--- config.mk ---
export PLATFORM = sky130hd
export DESIGN_NAME = adc_capture_ctrl
export DESIGN_NICKNAME = d
export VERILOG_FILES = /design/src/rtl/adc_capture_ctrl.sv
export SDC_FILE = /design/constraint.sdc
export NUM_CORES = 1
export LEC_CHECK = 0
export BUFFER_PORTS_ARGS = -buffer_cell sky130_fd_sc_hd__buf_2
export CAP_MARGIN = 25
export CORE_MARGIN = 1
export CORE_UTILIZATION = 45
export DETAILED_ROUTE_END_ITERATION = 8
export PLACE_DENSITY = 0.78
export SETUP_SLACK_MARGIN = 0.5
export SLEW_MARGIN = 10
export SYNTH_ARGS = -nofsm -noshare
export SYNTH_HDL_FRONTEND = slang
export SYNTH_SLANG_ARGS = --single-unit
--- constraint.sdc ---
create_clock -name adc_data_clk -period 10.75 [get_ports adc_data_clk]
set_clock_uncertainty 0.1 [all_clocks]
set_input_delay 1.075 -clock adc_data_clk [delete_from_list [all_inputs] [get_ports adc_data_clk]]
set_output_delay 1.075 -clock adc_data_clk [all_outputs]
set_load 0.02 [all_outputs]
--- src/rtl/adc_capture_ctrl.sv ---
// rtl/adc_capture_ctrl.sv - ADC capture/trigger controller feeding the sample FIFO write port (optional ADC_CAPTURE_DECIM_EN adds decimation)
module adc_capture_ctrl #(
    parameter int DATA_W = 16,
    parameter int CNT_W  = 24
) (
    input  logic                adc_data_clk,
    input  logic                reset,
    input  logic                arm,
    input  logic                abort,
    input  logic                force_trig,
    input  logic                trig_en,
    input  logic                trig_chan,
    input  logic                trig_rising,
    input  logic [DATA_W-1:0]   trig_level,
    input  logic [CNT_W-1:0]    capture_len,
    input  logic [DATA_W-1:0]   adc_data_1,
    input  logic [DATA_W-1:0]   adc_data_2,
    input  logic                adc_data_valid,
    input  logic                fifo_prog_full,
`ifdef ADC_CAPTURE_DECIM_EN
    input  logic [7:0]          decim,
`endif
    output logic [2*DATA_W-1:0] fifo_din,
    output logic                fifo_wr_en,
    output logic                busy,
    output logic                done,
    output logic                overflow,
    output logic [CNT_W-1:0]    sample_count
);

    typedef enum logic [1:0] {
        IDLE    = 2'd0,
        ARMED   = 2'd1,
        CAPTURE = 2'd2,
        DONE    = 2'd3
    } state_t;

    state_t              state_q, state_d;
    logic [CNT_W-1:0]    len_q, len_d;
    logic [CNT_W-1:0]    count_q, count_d;
    logic [CNT_W-1:0]    count_inc;
    logic                ovf_q, ovf_d;
    logic [DATA_W-1:0]   prev_q, prev_d;
    logic                prev_valid_q, prev_valid_d;
    logic                force_q, force_d;
    logic [2*DATA_W-1:0] din_q, din_d;
    logic                wr_en_q, wr_en_d;
`ifdef ADC_CAPTURE_DECIM_EN
    logic [7:0]          decim_cnt_q, decim_cnt_d;
`endif

    logic signed [DATA_W-1:0] sel_s;
    logic signed [DATA_W-1:0] prev_s;
    logic signed [DATA_W-1:0] level_s;
    logic                     crossing;
    logic                     consume;

    assign sel_s     = trig_chan ? adc_data_2 : adc_data_1;
    assign prev_s    = prev_q;
    assign level_s   = trig_level;
    assign count_inc = count_q + CNT_W'(1);

    // Level crossing needs a previous valid sample; the first one after arm only primes prev
    always_comb begin
        crossing = 1'b0;
        if (prev_valid_q) begin
            if (trig_rising) begin
                crossing = (prev_s < level_s) && (sel_s >= level_s);
            end else begin
                crossing = (prev_s > level_s) && (sel_s <= level_s);
            end
        end
    end

    // Next-state, trigger evaluation and sample consumption
    always_comb begin
        state_d      = state_q;
        len_d        = len_q;
        count_d      = count_q;
        ovf_d        = ovf_q;
        prev_d       = prev_q;
        prev_valid_d = prev_valid_q;
        force_d      = force_q;
        din_d        = din_q;
        wr_en_d      = 1'b0;
        consume      = 1'b0;
`ifdef ADC_CAPTURE_DECIM_EN
        decim_cnt_d  = decim_cnt_q;
`endif
        if (abort) begin
            state_d = IDLE;
            force_d = 1'b0;
        end else begin
            case (state_q)
                IDLE, DONE: begin
                    if (arm && (capture_len != '0)) begin
                        state_d      = ARMED;
                        len_d        = capture_len;
                        count_d      = '0;
                        ovf_d        = 1'b0;
                        prev_valid_d = 1'b0;
                        force_d      = 1'b0;
                    end
                end
                ARMED: begin
                    if (adc_data_valid) begin
                        prev_d       = sel_s;
                        prev_valid_d = 1'b1;
                        if (force_q || force_trig || !trig_en || crossing) begin
                            // The triggering sample is capture sample #1
                            state_d = CAPTURE;
                            force_d = 1'b0;
                            consume = 1'b1;
`ifdef ADC_CAPTURE_DECIM_EN
                            decim_cnt_d = decim;
`endif
                        end else if (force_trig) begin
                            force_d = 1'b1;
                        end
                    end else if (force_trig) begin
                        force_d = 1'b1;
                    end
                end
                CAPTURE: begin
                    if (adc_data_valid) begin
`ifdef ADC_CAPTURE_DECIM_EN
                        if (decim_cnt_q == 8'd0) begin
                            consume     = 1'b1;
                            decim_cnt_d = decim;
                        end else begin
                            decim_cnt_d = decim_cnt_q - 8'd1;
                        end
`else
                        consume = 1'b1;
`endif
                    end
                end
                default: state_d = IDLE;
            endcase
        end

        // Dropped samples still count so the capture window is fixed in samples
        if (consume) begin
            count_d = count_inc;
            if (!fifo_prog_full) begin
                din_d   = {adc_data_1, adc_data_2};
                wr_en_d = 1'b1;
            end else begin
                ovf_d = 1'b1;
            end
            if (count_inc == len_q) begin
                state_d = DONE;
            end
        end
    end

    // State and datapath registers
    always_ff @(posedge adc_data_clk) begin
        if (reset) begin
            state_q      <= IDLE;
            len_q        <= '0;
            count_q      <= '0;
            ovf_q        <= 1'b0;
            prev_q       <= '0;
            prev_valid_q <= 1'b0;
            force_q      <= 1'b0;
            din_q        <= '0;
            wr_en_q      <= 1'b0;
`ifdef ADC_CAPTURE_DECIM_EN
            decim_cnt_q  <= 8'd0;
`endif
        end else begin
            state_q      <= state_d;
            len_q        <= len_d;
            count_q      <= count_d;
            ovf_q        <= ovf_d;
            prev_q       <= prev_d;
            prev_valid_q <= prev_valid_d;
            force_q      <= force_d;
            din_q        <= din_d;
            wr_en_q      <= wr_en_d;
`ifdef ADC_CAPTURE_DECIM_EN
            decim_cnt_q  <= decim_cnt_d;
`endif
        end
    end

    assign fifo_din     = din_q;
    assign fifo_wr_en   = wr_en_q;
    assign busy         = (state_q == ARMED) || (state_q == CAPTURE);
    assign done         = (state_q == DONE);
    assign overflow     = ovf_q;
    assign sample_count = count_q;

endmodule
Word level (Yosys, flattened, before mapping)
Index checks and enable logic that the tools add are counted.
{"block": "word_totals", "input_bits": 82, "wordCells": 78, "regBits": 102, "out_inout_bits": 60}
{"block": "op_classes", "bitwise": 3, "n_addsub": 1, "reduce_logical": 22, "n_mux": 32, "n_eq_ne": 7, "magnitude_cmp": 4}
{"cell": "$mux 24", "count": 4}
{"cell": "$add 24x1->24 const B", "count": 1}
{"cell": "$eq 24x24->1", "count": 1}
{"cell": "$reduce_bool 24->1", "count": 1}
{"cell": "$mux 1", "count": 17}
{"cell": "$ge 16x16->1", "count": 1}
{"cell": "$gt 16x16->1", "count": 1}
{"cell": "$le 16x16->1", "count": 1}
{"cell": "$lt 16x16->1", "count": 1}
{"cell": "$mux 16", "count": 1}
{"cell": "$mux 2", "count": 6}
{"cell": "$reduce_and 3->1", "count": 3}
{"cell": "$pmux 1 s2", "count": 3}
{"cell": "$reduce_bool 2->1", "count": 3}
{"cell": "$reduce_or 2->1", "count": 3}
{"cell": "$eq 2x2->1 const B", "count": 2}
{"cell": "$logic_or 1x1->1", "count": 4}
{"cell": "$ne 2x2->1 const B", "count": 2}
{"cell": "$pmux 2 s2", "count": 1}
{"cell": "$reduce_and 2->1", "count": 2}
{"cell": "$reduce_and 4->1", "count": 1}
{"cell": "$logic_and 1x1->1", "count": 3}
{"cell": "$not 1->1", "count": 3}
{"cell": "$eq 2x1->1 const B", "count": 1}
{"cell": "other kinds (3)", "count": 3}

Depth between registers and ports, before layout
Gate-level depths: netlist (run 1).
{"block": "depth", "depth_word": 12, "ltp_mapped": 15, "mapped_depth_nobuf": 11}

Worst setup path before layout (run 1)
OpenSTA, ideal clock, no wires.
{"block": "synth_path", "kind": "input port to flip-flop", "startpoint": "input port trig_chan", "endpoint": "register count_q[22], in the netlist sample_count[22]", "cell_stages": 14, "t_arrival_ns": 4.493, "setup_time_ns": 0.120, "setup_slack_ns": 6.037, "required_ns": 10.530, "n_path_buf": 3, "path_cell_list": "clkbuf_1 -> buf_1 -> mux2_2 -> ha_1 -> nand4_1 -> nor4_2 -> a211oi_1 -> or2_1 -> and3_4 -> a311oi_4 -> a211oi_2 -> buf_6 -> and3_1 -> a211o_1"}
{"block": "synth_via", "elab_chain_cells": 12}
{"item": "from (decl)", "line_no": "12", "text": "input logic trig_chan,"}
{"item": "$mux 16 (*)", "line_no": "58", "text": "assign sel_s = trig_chan ? adc_data_2 : adc_data_1;"}
{"item": "net sel_s[15]", "line_no": "52", "text": "logic signed [DATA_W-1:0] sel_s;"}
{"item": "$le 16x16->1 / $ge 16x16->1 (equally long branches)", "line_no": "70, 68"}
{"item": "$logic_and 1x1->1 (on tied branches)", "line_no": "70, 68"}
{"item": "$mux 1 (*)", "line_no": "67", "text": "if (trig_rising) begin"}
{"item": "$mux 1 (*)", "line_no": "66", "text": "if (prev_valid_q) begin"}
{"item": "$logic_or 1x1->1 (*)", "line_no": "109", "text": "if (force_q || force_trig || !trig_en || crossing) begin"}
{"item": "$mux 1 (*)", "line_no": "109"}
{"item": "$mux 1 (*)", "line_no": "106", "text": "if (adc_data_valid) begin"}
{"item": "$pmux 1 s2 (*)", "line_no": "94", "text": "case (state_q)"}
{"item": "$mux 1 (*)", "line_no": "90", "text": "if (abort) begin"}
{"item": "$ne 2x1->1 (no source line) / $reduce_bool 2->1 (equally long branches)"}
{"item": "$reduce_and 3->1 (no source line)"}
{"item": "to (signal assigned)", "line_no": "175", "text": "count_q <= count_d;"}
{"item": "to (decl)", "line_no": "40", "text": "logic [CNT_W-1:0] count_q, count_d;"}
The timed path passes the listed nets; every way through them passes the cells marked *.
A chain may end at the register's enable or synchronous reset.

Worst setup path in the final report (run 1)
{"block": "layout_path", "startpoint": "input port trig_chan", "endpoint": "register din_q[24], in the netlist fifo_din[24]"}
{"block": "layout_via", "elab_chain_cells": 11}
{"item": "$mux 16 (*)", "line_no": "58"}
{"item": "net sel_s[15]", "line_no": "52"}
{"item": "$le 16x16->1 / $ge 16x16->1 (equally long branches)", "line_no": "70, 68"}
{"item": "$logic_and 1x1->1 (on tied branches)", "line_no": "70, 68"}
{"item": "$mux 1 (*)", "line_no": "67"}
{"item": "$mux 1 (*)", "line_no": "66"}
{"item": "$logic_or 1x1->1 (*)", "line_no": "109"}
{"item": "$mux 1 (*)", "line_no": "109"}
{"item": "$mux 1 (*)", "line_no": "106"}
{"item": "$pmux 1 s2 (*)", "line_no": "94"}
{"item": "$mux 1 (*)", "line_no": "90"}
{"item": "$reduce_and 2->1 (no source line) (*)"}
{"item": "to (signal assigned)", "line_no": "180", "text": "din_q <= din_d;"}
{"item": "to (decl)", "line_no": "46", "text": "logic [2*DATA_W-1:0] din_q, din_d;"}
Marks and branches as above.

==> results.json, run 1 <==
{
  "yosys-top-cells-area": "dfxtp_1 35%, mux2i_1 8.4%, ha_1 8.0%, nor2_1 5.1%, nand2_1 4.8%",
  "slowest_stage": "a211o_2",
  "cts_sinks": 102,
  "crit_buf_inv": 1,
  "slew_viol_final": 0,
  "syn_inst": 676,
  "firstDrtPassIters": 6,
  "row_count": 41,
  "overflow": 0,
  "crit_family": "compound AO/OA/AOI/OAI gates",
  "crit_path_cell_trace": "buf_2 -> mux2_2 -> ha_1 -> nand4_1 -> nor4_2 -> a211oi_1 -> or2_1 -> and3_4 -> a311oi_4 -> a211o_2 -> mux2i_1 -> nor2_1",
  "finalHoldViolations": 0,
  "critical_path_class": "in -> reg",
  "yosys_most_used_dff": "dfxtp_1",
  "power_density_nw_per_um2": 118.5,
  "ctsHtreeMaxLevel": 3,
  "port_buffers": 141,
  "clkTransAtPathRegs_ps": 70,
  "grt_pass1_vias": 5031,
  "p_int_uw": 607.8,
  "track_usage_pct": 23.15,
  "syn_nets": 795,
  "cts_buffers": 9,
  "drive_above_1_share_pct": 23.98,
  "dp_hpwl_mm": 11.36,
  "hp-class": "reg -> reg",
  "clkPwrFrac_pct": 40.9,
  "final.period_utilization_pct": 44.20,
  "worst_pin_slew_ps": 962.1,
  "routed_wl_mm": 14.90,
  "cpPeakStageDelay_ps": 820,
  "ys_types": 63,
  "synth_edf_count": 0,
  "critPathArrivalTime_ps": 4870,
  "grt_pass1_wl_mm": 23.87,
  "fin_ws_ps": 5999,
  "syn-mean-instance-area_um2": 8.594,
  "clkLatencyLatePin_ps": 360,
  "vdd_ir_drop_max_mv": 0.08389,
  "max_freq_mhz": 210.5,
  "maxCapViolations": 0,
  "fin_crit_ps": 4751,
  "yosys_register_bits": 102,
  "start_util_pct": 46.03,
  "gp_congestion": 0.8653,
  "synth_largest_area_cell": "dfxtp_1",
  "p_sw_share_pct": 25.95,
  "fin_util_pct": 54.91,
  "slew_headroom_pct": 35.86,
  "status": "completed",
  "ctsResizeCount": 0,
  "pre_cts_ws_ps": 5650,
  "postCtsHoldBufs": 0,
  "postCtsSetupBuffers": 0,
  "drc": 0,
  "setup_violations": 0,
  "fin_tns_setup_ps": 0,
  "num_antenna_cells": 0,
  "synth_area_um2": 5809,
  "synth-warning-count": 0,
  "worst_setup_path_start_kind": "input pin",
  "rsz0062_at_grt": "no",
  "pin_count": 142,
  "clock_path_buffers": 2,
  "crit_path_max_fanout": 33,
  "area_delta_synth_final_pct": 19.28,
  "p_leak_nw": 3.294,
  "nets": 919,
  "die_h_um": 115.6,
  "cts_tree": "yes",
  "vias": 5268,
  "power.switching_uw": 213.0,
  "die_w_um": 115.6,
  "p_comb_share_pct": 11.8,
  "postRouteAntennaNets": 0,
  "ys_seq_area_share_pct": 35.15,
  "ys_async_sr_fraction_pct": 0,
  "antenna_found_initial": 0,
  "avgViaCountPerCell": 5.392,
  "cp_data_required_time_ps": 10870,
  "synth_top_area_share_pct": 35.15,
  "core_um2": 12620,
  "wl_per_cell_um": 15.25,
  "pwr-share-seq_pct": 47.3,
  "drt_iter0_drc": 302,
  "end_kind": "flop",
  "grt_max_degree": 63,
  "root_buffer": "clkbuf_16",
  "dieArea_um2": 13370
}
==> cell usage after synthesis, drive strengths merged, types with 4 or more instances <==
cell / count
or2: 4
xor2: 11
o21ai: 16
ha: 37
a21o: 4
mux2: 15
and2: 5
mux2i: 50
inv: 27
a211o: 6
a221o: 8
buf: 11
a21boi: 4
a211oi: 4
a21oi: 48
clkbuf: 22
nor2: 79
nand2b: 7
a31oi: 10
nor4: 15
nor3: 10
dfxtp: 102
nand2: 74
xnor2: 20
nand4: 14
nand3: 24
and3: 17
or3: 4
==> registers in the layout, summed over array words and instances (netlist names) <==
register / count
prev_valid_q: 1
state_q: 2
prev_q: 16
len_q: 24
overflow: 1
fifo_wr_en: 1
fifo_din: 32
force_q: 1
sample_count: 24
==> area by class of cell <==
| type | count | area, um^2 |
|---|---|---|
| fill | 1210 | 5690 |
| tap | 172 | 215.2 |
| clock inverter | 6 | 70.07 |
| inverter | 27 | 101.3 |
| clock buffer | 10 | 229.0 |
| sequential | 102 | 2042 |
| multi-input combinational | 514 | 3501 |
| timing repair buffer | 146 | 770.7 |
==> worst register-to-register path, delay by kind of cell, from the launching register on <==
kind,cells,cell delay (ps)
xor gates and xnor gates,1,210
and+or+nand+nor,6,2340
DFF,1,500
AOI/OAI and AO/OA,2,450
==> power groups by stage <==
stage	clock, mW	combinational (mW)	sequential, mW
4_1_cts	0.341	0.0960	0.388
2_1_floorplan	0	0.0609	0.396
6_report	0.335	0.0971	0.388
5_1_grt	0.358	0.108	0.389
3_3_place_gp	0	0.0938	0.397
3_5_place_dp	0	0.0950	0.397
==> final timing paths <==
kind	startpoint	slack, ps	cells after the start	end
setup / recovery	trig_chan	6000	12	fifo_din[24]
hold / removal	len_q[22]	370	2	len_q[22]
setup reg to reg	sample_count[6]	7090	9	state_q[1]
hold reg to reg	len_q[22]	370	2	len_q[22]
==> cells in the final DEF (no fill, tap or decap), drive strengths merged, types with 11 or more instances in the layout <==
cell type / count
dfxtp: 102
xnor2: 20
mux2i: 50
nand4: 14
nand2: 74
and3: 17
xor2: 11
inv: 29
buf: 146
o21ai: 16
nor4: 15
ha: 37
nor2: 79
mux2: 15
a21oi: 48
nand3: 24
==> logic make-up after synthesis <==
family / share of synthesized area (%)
mux: 11.74
compound gates: 13.05
xor+xnor: 4.674
buf+inv: 4.652
fa+ha+maj: 7.969
flops: 35.15
simple gates: 22.77
==> metrics by stage <==
step / hold WS [ps] / area (um^2) / power (mW) / cells
floorplan: 347.8 / 5809 / 0.4568 / 676
finish: 371.6 / 6929 / 0.8208 / 977
CTS: 373.2 / 6902 / 0.8253 / 976
global placement: 356.5 / 6588 / 0.4906 / 959
global route: 398.6 / 6929 / 0.8556 / 977
detailed placement: 363.2 / 6603 / 0.4921 / 960
==> metal layers <==
metal	up-vias	GRT usage, %	share of wire (%)
li1	2661	-	-
met4	0	10.60	3.3
met5	-	0	0
met3	34	6.381	6.2
met1	2420	25.51	41
met2	153	41.40	49
Power figures use the tool's default switching activity.
==> run 2, diff against run 1 <==
PLACE_DENSITY = 0.81   (was 0.78)
clock period = 4 ns   (was 10.75 ns; I/O delays follow)
==> run 2 against run 1 <==
Sequential share of layout area fell by 1.6 points. Utilization rose by 3.1 points. Non-clock buffer count rose by 26. Clock power rose to 2.7 times the previous value. Sequential cell count did not move. Design area rose by 5.7%.
==> results.json, run 2 (synthesis gave the netlist of run 1 again) <==
{
  "status": "completed",
  "vias": 5468,
  "critical_path_class": "in -> reg",
  "grt_pass1_vias": 5188,
  "end_kind": "flop",
  "drt_iter0_drc": 322,
  "dp_hpwl_mm": 11.69,
  "largest_reg_flops": 32,
  "track_usage_pct": 24.14,
  "cts_tree": "yes",
  "layout_common_cells": "141 x buf_2, 102 x dfxtp_1, 78 x nor2_1",
  "clkLatencyLatePin_ps": 350,
  "power_mw": 2.234,
  "row_count": 41,
  "grt_pass1_wl_mm": 24.85,
  "crit_family": "simple AND/OR/NAND/NOR gates",
  "slowest_stage": "mux2_2",
  "avgViaCountPerCell": 5.446,
  "start_util_pct": 46.03,
  "slew_viol_final": 0,
  "drc": 0,
  "fin_crit_ps": 3380,
  "die_w_um": 115.6,
  "worst_pin_slew_ps": 909.8,
  "cts_sinks": 102,
  "cts_buffers": 9,
  "reg2reg_slack_ps": 660,
  "p_leak_nw": 3.489,
  "clkTransAtPathRegs_ps": 80,
  "crit_buf_inv": 4,
  "finalHoldViolations": 0,
  "cp_data_required_time_ps": 4110,
  "n_fill_cell": 1131,
  "crit_path_cell_trace": "buf_6 -> buf_4 -> mux2_2 -> ha_1 -> nand4_1 -> nor4_4 -> a211oi_2 -> or2_1 -> and3_4 -> a311oi_4 -> buf_4 -> a211o_4 -> buf_6 -> mux2i_1 -> nor2_1",
  "clock_path_buffers": 2,
  "routed_wl_mm": 16.47,
  "dp.cells": 971,
  "area_delta_synth_final_pct": 26.06,
  "wl_per_cell_um": 16.40,
  "postCtsHoldBufs": 0,
  "antenna_found_initial": 0,
  "port_buffers": 141,
  "rsz0062_at_grt": "yes",
  "final_common_cell": "buf_2",
  "setup_violations": 0,
  "grt_max_degree": 83,
  "drive_above_1_share_pct": 27.28,
  "critPathArrivalTime_ps": 3490,
  "gp_congestion": 0.9160,
  "core_um2": 12620,
  "final.period_utilization_pct": 84.50,
  "num_antenna_cells": 0,
  "crit_path_max_fanout": 8,
  "worst_setup_path_start_kind": "input pin",
  "dieArea_um2": 13370,
  "overflow": 0,
  "root_buffer": "clkbuf_16",
  "nets": 946,
  "postRouteAntennaNets": 0,
  "ctsHtreeMaxLevel": 3,
  "fin_cells": 1004,
  "firstDrtPassIters": 5,
  "vdd_ir_drop_max_mv": 0.1882,
  "pin_count": 142,
  "hp-class": "in -> reg",
  "slew_headroom_pct": 39.01,
  "maxCapViolations": 0,
  "cpPeakStageDelay_ps": 350,
  "die_h_um": 115.6,
  "fin_util_pct": 58.03,
  "power_density_nw_per_um2": 305.1,
  "max_freq_mhz": 295.8
}
==> run 2: changes by cell type in the layout (fill, tap and decap cells not counted), sizes merged <==
cell,delta
buf,+23
clkbuf,+3
a211oi,+1
clkinv,+1
clkinvlp,-1
==> run 2: final timing paths <==
| kind | end | depth (start not counted) | startpoint |
|---|---|---|---|
| setup / recovery | fifo_din[10] | 15 | trig_chan |
| hold / removal | fifo_din[22] | 3 | adc_data_1[6] |
| setup reg to reg | sample_count[4] | 13 | prev_q[15] |
| hold reg to reg | len_q[20] | 2 | len_q[20] |
==> run 2: where the power goes <==
| part | total (mW) | switching [mW] | internal [mW] | leakage (nW) |
|---|---|---|---|---|
| Clock | 0.903 | 0.413 | 0.490 | 0.139 |
| Combinational | 0.287 | 0.159 | 0.128 | 2.53 |
| Sequential | 1.04 | 0.0131 | 1.03 | 0.825 |
| Total | 2.23 | 0.586 | 1.65 | 3.49 |
==> run 2: timing repair <==
action,in CTS,in global routing
setup endpoints to repair,16,57
gates cloned,1,4
pin swaps,2,10
resized for setup,1,8
setup buffers,2,8
==> run 2: final cells by class <==
class | count | area (um^2) | share of cell area, %
multi-input combinational | 515 | 3630 | 49.56
sequential | 102 | 2042 | 27.88
inverter | 27 | 101.3 | 1.384
clock buffer | 10 | 229.0 | 3.127
tap | 172 | 215.2 | 2.939
clock inverter | 6 | 67.56 | 0.9226
timing repair buffer | 172 | 1039 | 14.18
==> run 2: stage by stage <==
step / setup slack (ps) / TNS (ps) / cell area [um^2] / hold WS, ps
floorplan: 464.8 / 0 / 5952 / 347.8
global placement: 40.13 / 0 / 6792 / 355.5
detailed placement: -73.66 / -118.7 / 6792 / 364.1
CTS: 446.8 / 0 / 7123 / 186.9
global route: 464.5 / 0 / 7323 / 192.0
finish: 619.8 / 0 / 7323 / 192.0
==> run 2: per-layer routing <==
metal | part of all wire (%) | GRT usage, % | vias to the layer above
li1 | - | - | 2706
met1 | 40 | 26.65 | 2556
met2 | 51 | 44.47 | 185
met3 | 5.9 | 6.119 | 21
met4 | 2.2 | 9.060 | 0
met5 | 0 | 0 | -
==> run 2: worst min-delay path, cell delays in order <==
cell and delay [ps]:
buf_2 90, mux2i_1 60, nor2_1 70
